`config.mk`:
```
export PLATFORM = sky130hd
export DESIGN_NAME = cp0_unit
export DESIGN_NICKNAME = d
export VERILOG_FILES = /design/src/rtl/cp0_unit.sv
export SDC_FILE = /design/constraint.sdc
export NUM_CORES = 1
export LEC_CHECK = 0
export BUFFER_PORTS_ARGS = -buffer_cell sky130_fd_sc_hd__buf_4
export CORE_MARGIN = 5
export CORE_UTILIZATION = 40
export CTS_CLUSTER_SIZE = 30
export DETAILED_ROUTE_END_ITERATION = 7
export PLACE_DENSITY = 0.77
export REMOVE_ABC_BUFFERS = 1
export SKIP_CTS_REPAIR_TIMING = 1
export SYNTH_ARGS = -nofsm -noshare
export SYNTH_HDL_FRONTEND = slang
export SYNTH_SLANG_ARGS = --single-unit
export TNS_END_PERCENT = 50
```
`constraint.sdc`:
```
create_clock -name Clk -period 4.5 [get_ports Clk]
set_input_delay 0.675 -clock Clk [delete_from_list [all_inputs] [get_ports Clk]]
set_output_delay 0.675 -clock Clk [all_outputs]
set_load 0.03 [all_outputs]
```
`src/rtl/cp0_unit.sv`:
```
// rtl/cp0_unit.sv - coprocessor-0 exception/interrupt controller (SR, Cause, EPC, PRId)
module cp0_unit #(
    parameter logic [31:0] PRID = 32'h2023_0001
) (
    input  logic        Clk,
    input  logic        Reset,
    input  logic        En,
    input  logic [4:0]  CP0Addr,
    input  logic [31:0] CP0In,
    output logic [31:0] CP0Out,
    input  logic [31:0] VPC,
    input  logic        BDIn,
    input  logic [4:0]  ExcCodeIn,
    input  logic [5:0]  HWInt,
    input  logic        EXLClr,
    output logic [31:0] EPCOut,
    output logic        Req
);

    logic [5:0]  r_im;
    logic        r_exl;
    logic        r_ie;
    logic        r_bd;
    logic [5:0]  r_ip;
    logic [4:0]  r_exccode;
    logic [31:0] r_epc;

    logic        w_int_req;
    logic        w_exc_req;
    logic [31:0] w_vpc_aligned;
    logic [31:0] w_epc_next;
    logic        w_unused_bits;

    assign w_int_req     = r_ie & ~r_exl & (|(HWInt & r_im));
    assign w_exc_req     = ~r_exl & (ExcCodeIn != 5'd0);
    assign Req           = w_int_req | w_exc_req;
    assign w_vpc_aligned = {VPC[31:2], 2'b00};
    // Delay-slot faults restart at the branch so it is re-executed.
    assign w_epc_next    = BDIn ? (w_vpc_aligned - 32'd4) : w_vpc_aligned;
    assign EPCOut        = r_epc;
    assign w_unused_bits = ^{CP0In[31:16], CP0In[9:2], VPC[1:0]};

    always_ff @(posedge Clk) begin
        if (Reset) begin
            r_im      <= 6'd0;
            r_exl     <= 1'b0;
            r_ie      <= 1'b0;
            r_bd      <= 1'b0;
            r_ip      <= 6'd0;
            r_exccode <= 5'd0;
            r_epc     <= 32'd0;
        end else begin
            r_ip <= HWInt;
            if (Req) begin
                r_exl     <= 1'b1;
                r_exccode <= w_int_req ? 5'd0 : ExcCodeIn;
                r_bd      <= BDIn;
                r_epc     <= w_epc_next;
            end else if (EXLClr) begin
                r_exl <= 1'b0;
            end else if (En) begin
                case (CP0Addr)
                    5'd12: begin
                        r_im  <= CP0In[15:10];
                        r_exl <= CP0In[1];
                        r_ie  <= CP0In[0];
                    end
                    5'd14: r_epc <= {CP0In[31:2], 2'b00};
                    default: ;
                endcase
            end
        end
    end

    always_comb begin
        CP0Out = 32'd0;
        case (CP0Addr)
            5'd12: CP0Out = {16'd0, r_im, 8'd0, r_exl, r_ie};
            5'd13: CP0Out = {r_bd, 15'd0, r_ip, 3'd0, r_exccode, 2'd0};
            5'd14: CP0Out = r_epc;
            5'd15: CP0Out = PRID;
            default: CP0Out = 32'd0;
        endcase
    end

endmodule

```
==> flow_summary.ini, run 1 <==
[outcome]
status = finished, final reports clean

[logic_synthesis]
ys_async_sr_fraction_pct = 0
synth-warning-count = 0
synth.largest_area_cell = dfxtp_1
ys_top_cells_by_count = 50 x dfxtp_1, 39 x clkbuf_1, 35 x nor2_1
ys.flop_type = dfxtp_1
syn_area_per_cell_sq_um = 8.063
synth-edff-count = 0
synth.most_common_cell = dfxtp_1
yosys-top-cells-area = dfxtp_1 29%, mux2i_1 6.3%, o31a_1 5.8%
synth-seq-cells = 50
synth.top_cell.area_share_pct = 28.74
syn_area_sq_um = 3483
ys_types = 48
seq_area_frac_synth_pct = 28.74
syn_inst = 432

[finish]
fillerInstances = 829
syn_to_final_growth_pct = 34.59
post-route-cell-area_sq_um = 4688
nNetsFinal = 633
drive_above_1_share_pct = 31.57
diodes = 0

[cts]
cts_sinks = 50
ctsRootBufferMaster = clkbuf_8
cts_buffer_depth = 2
htreeDepth = 2
cts_tree = done
cts.clk_slew.worst_paths_ps = 80
cts_made_buffers = 5
clk_latency_ps = 310

[global_route]
grt_remaining_overflow = 0
track_usage_pct = 22.94
grt_antenna_before_repair = 0
grt_max_degree = 41
grt_pass1_vias = 3817
grt_pass1_wl_um = 19430

[sta]
period_needed_ps = 3188
slew_headroom_pct = 15.28
finalSetupViolCount = 0
finalHoldViolCount = 0
fin_crit_sh_pct = 70.85
finalSetupTns_ps = 0
rsz0062_at_grt = false
max_freq_ghz = 0.3137
worst_pin_slew_ps = 1271
skew_ps = 13.21
slew_violations = 0

[worst_setup_path]
cp.arrival_ps = 2510
crit_fanout = 40
criticalPathCategory = primary input to primary output
cp-end-kind = primary output
crit_required_ps = 3830
start_kind = primary input
r2r_cells = 5

[place]
gp_congestion = 0.8478
io_buffers = 145
placement.cell_area_sq_um = 4597
post-dp-hpwl_um = 9089

[power_and_ir_drop]
seqPwrFrac_pct = 44.8
pwr-share-comb_pct = 30.7
p_sw_share_pct = 33.72
p_int_mw = 0.7464
ir_drop_mv = 0.1291
powerDensity_nw_per_um2 = 240.2
pwr-share-clk_pct = 24.5
p_switching_mw = 0.3797
power_leakage_nw = 1.900

[drt]
drtAntennaViolNets = 0
vias = 4063
viasPerCell = 6.194
dr.pass1.iters = 5
drtIter0Drc = 316
routedWlPerCell_um = 19.45
drt-total-wl_um = 12760
drc_errors = 0

[min_path]
hp-class = register to register
hold_depth = 2

[floorplanning]
io_pins = 150
row_count = 34
dieArea_sq_um = 10680
die_y_um = 103.3
core_sq_um = 8593
initial_core_util_pct = 40.54
dieWidth_um = 103.3

[run]
drv_cap = 0
-- flip-flops by register name, indices dropped and copies added, names as in the netlist --
name and flops:
r_ie 1, r_exccode 5, EPCOut 30, r_ip 6, r_bd 1, r_exl 1
r_im 6
-- placed cells by master, fill, tap and decap left out, types with 4 or more instances in the layout --
cell,instances
a2111oi_0,5
a211oi_1,17
a21oi_1,14
a22oi_1,6
a31oi_1,17
and3_1,15
and4_1,22
buf_4,153
clkbuf_8,6
dfxtp_1,50
inv_1,5
mux2i_1,22
nand2_1,19
nand3_1,8
nand4_1,4
nor2_1,35
nor2b_1,8
nor3_1,5
nor4_1,13
o21ai_0,7
o31a_1,23
o31ai_1,10
o41ai_1,17
or3_1,12
or3b_2,5
or4_1,9
xor2_1,4
-- power by group through the flow --
stage | combinational [mW] | clock (mW) | sequential, mW
4_1_cts | 0.343 | 0.279 | 0.503
2_1_floorplan | 0.127 | 0 | 0.554
6_report | 0.346 | 0.276 | 0.504
3_5_place_dp | 0.342 | 0 | 0.514
3_3_place_gp | 0.336 | 0 | 0.513
5_1_grt | 0.369 | 0.298 | 0.508
-- path summary, 6_finish.rpt --
check	from	end	slack [ps]
worst max-delay path	CP0Addr[4]	CP0Out[17]	1310
worst min-delay path	r_im[0]	r_im[0]	480
worst max register to register	r_exl	r_im[1]	2260
worst min register to register	r_im[0]	r_im[0]	480
-- routing by layer --
metal	track usage, %	vias up	wire length (um)
li1	-	1924	-
met1	27.74	1943	5072
met2	41.14	167	6533
met3	2.884	29	789
met4	9.064	0	363
met5	0	-	0
-- stage by stage --
step / hold WS (ps) / total power [mW] / setup slack [ps] / cells / utilization [%]
2_1_floorplan: 446.8 / 0.6818 / 944.9 / 387 / -
3_3_place_gp: 458.8 / 0.8481 / 1462 / 648 / 53.49
4_1_cts: 481.9 / 1.125 / 1402 / 656 / 54.56
5_1_grt: 512.2 / 1.175 / 1197 / 656 / 54.56
6_report: 481.6 / 1.126 / 1312 / 656 / 54.56
3_5_place_dp: 466.6 / 0.8557 / 1417 / 648 / 53.49
-- final cells by class --
| cell class | instances | area [sq um] | share of cell area (%) |
|---|---|---|---|
| repair buffers | 153 | 1149 | 24.50 |
| multi-input cells | 332 | 2293 | 48.92 |
| clock buffers | 7 | 86.33 | 1.841 |
| clock inverters | 1 | 5.005 | 0.1068 |
| flip-flops and latches | 50 | 1001 | 21.35 |
| well taps | 108 | 135.1 | 2.882 |
| inverters | 5 | 18.77 | 0.4003 |
-- logic make-up after synthesis --
| group | count (synthesis) | synth area share, % |
|---|---|---|
| AO/OA/AOI/OAI | 128 | 27.30 |
| XOR/XNOR | 7 | 1.760 |
| adder cells (fa/ha/maj) | 1 | 0.3591 |
| buffers and inverters | 51 | 5.855 |
| flip-flops | 50 | 28.74 |
| multiplexers | 22 | 6.322 |
| other | 1 | 0.1077 |
| AND/OR/NAND/NOR | 172 | 29.56 |
-- critical path, stage by stage --
cell	delay [ps]
buf_4	110
and3b_1	1050
nand2_1	310
nor2_1	180
buf_4	170
Note: power is estimated with default switching activity, not from simulation.
==> run 2, diff against run 1 <==
- PLACE_DENSITY: 0.77 -> 0.8
- clock period: 4.5 -> 2.8 ns (I/O delays scaled with it)
==> run 2 against run 1 <==
Compared with the run above: clock power increased by 91%; flip-flop and latch count unchanged; hold slack got worse by 140 ps; non-clock buffer count increased by 10.
==> flow_summary.ini, run 2 (synthesis results as in run 1) <==
[finish]
diodes = 0
largest_register_ffs = 30
most-common-layout-cells = 163 x buf_4, 50 x dfxtp_1, 35 x nor2_1
nNetsFinal = 643
mostFrequentLayoutCell = buf_4
drive_above_1_share_pct = 32.85
syn_to_final_growth_pct = 37.36
final_cell_count_no_fill = 665

[worst_setup_path]
rrSetupSlack_ps = 700
max_stage_delay_ps = 490
cp-end-kind = primary output
cp_common_cell = inv_1
crit_buf_inv = 3
worstReg2RegEnd = r_im[0]
path_cells = inv_1 -> o311a_1 -> nor2_1 -> inv_1 -> buf_4
rr_startpoint = r_exl
start_kind = register
crit_family = buffers and inverters
slowest_stage = o311a_1
cp.arrival_ps = 1920
crit_fanout = 11
criticalPathCategory = register to primary output
crit_required_ps = 2380
r2r_cells = 5

[drt]
drtIter0Drc = 233
routedWlPerCell_um = 19.24
drtAntennaViolNets = 0
viasPerCell = 6.153
dr.pass1.iters = 6
drc_errors = 0
drt-total-wl_um = 12790
vias = 4092

[power_and_ir_drop]
p_int_mw = 1.290
power_leakage_nw = 1.958
pwr-share-clk_pct = 27.8
seqPwrFrac_pct = 42.7
pwr-share-comb_pct = 29.5
ir_drop_mv = 0.2063
p_switching_mw = 0.6112
p_sw_share_pct = 32.15
powerDensity_nw_per_um2 = 397.4

[cts]
clk_latency_ps = 300
htreeDepth = 2
cts_sinks = 50
cts_buffer_depth = 2
cts_made_buffers = 5
ctsRootBufferMaster = clkbuf_8
cts.clk_slew.worst_paths_ps = 100
cts_tree = done

[global_route]
grt_max_degree = 41
grt_remaining_overflow = 0
grt_pass1_wl_um = 19990
grt_antenna_before_repair = 0
grt_pass1_vias = 4013
track_usage_pct = 23.65

[sta]
slew_violations = 0
worst_pin_slew_ps = 937.7
fin_crit_sh_pct = 83.58
period_needed_ps = 2340
rsz0062_at_grt = false
finalSetupViolCount = 0
holdWs_ps = 342.1
finalHoldViolCount = 0
slew_headroom_pct = 37.49
max_freq_ghz = 0.4273
skew_ps = 9.280

[floorplanning]
dieWidth_um = 103.3
row_count = 34
io_pins = 150
core_sq_um = 8593
initial_core_util_pct = 40.54
die_y_um = 103.3
dieArea_sq_um = 10680

[run]
drv_cap = 0

[place]
post-dp-hpwl_um = 9443
gp_congestion = 0.8887
io_buffers = 145
dp.cells = 658

[min_path]
hp-class = primary input to register
hold_path_end = r_ip[2]
hp-start = HWInt[2]
hold_depth = 2

[outcome]
status = finished, final reports clean
[run 2: layout make-up]
cell class | instances | area [sq um]
fillers | 794 | 3809
clock buffers | 6 | 82.58
inverters | 5 | 18.77
clock inverters | 1 | 30.03
flip-flops and latches | 50 | 1001
repair buffers | 163 | 1224
well taps | 108 | 135.1
multi-input cells | 332 | 2293
[run 2: worst max path at each step]
stage / cells after the start / startpoint / to / slack [ps]
after floorplan: 4 / ExcCodeIn[0] / Req / -250
after global placement: 5 / VPC[3] / EPCOut[29] / 390
after detailed placement: 7 / VPC[3] / EPCOut[23] / 350
after CTS: 5 / r_exl / Req / 490
after global routing: 5 / r_exl / Req / 340
final: 5 / r_exl / Req / 460
[run 2: layer usage]
layer	up-vias	wire length [um]	share of wire, %	track usage [%]
li1	1936	-	-	-
met1	1927	4759	37	29.21
met2	193	6565	51	40.01
met3	36	994	7.8	3.421
met4	0	474	3.7	12.05
met5	-	0	0	0
[run 2: power groups by stage]
| stage | logic, mW | registers, mW | clock network [mW] |
|---|---|---|---|
| floorplan | 0.205 | 0.891 | 0 |
| global placement | 0.546 | 0.825 | 0 |
| detailed placement | 0.556 | 0.826 | 0 |
| CTS | 0.558 | 0.810 | 0.527 |
| global route | 0.605 | 0.817 | 0.558 |
| finish | 0.562 | 0.811 | 0.528 |
[run 2: through the flow]
stage	setup TNS, ps	power (mW)	cell area [sq um]	utilization (%)	setup slack (ps)
2_1_floorplan	-2742	1.096	3302	-	-245.1
3_3_place_gp	0	1.371	4672	54.37	391.0
3_5_place_dp	0	1.382	4672	54.37	353.5
4_1_cts	0	1.895	4785	55.68	489.2
5_1_grt	0	1.980	4785	55.68	341.7
6_report	0	1.901	4785	55.68	459.8
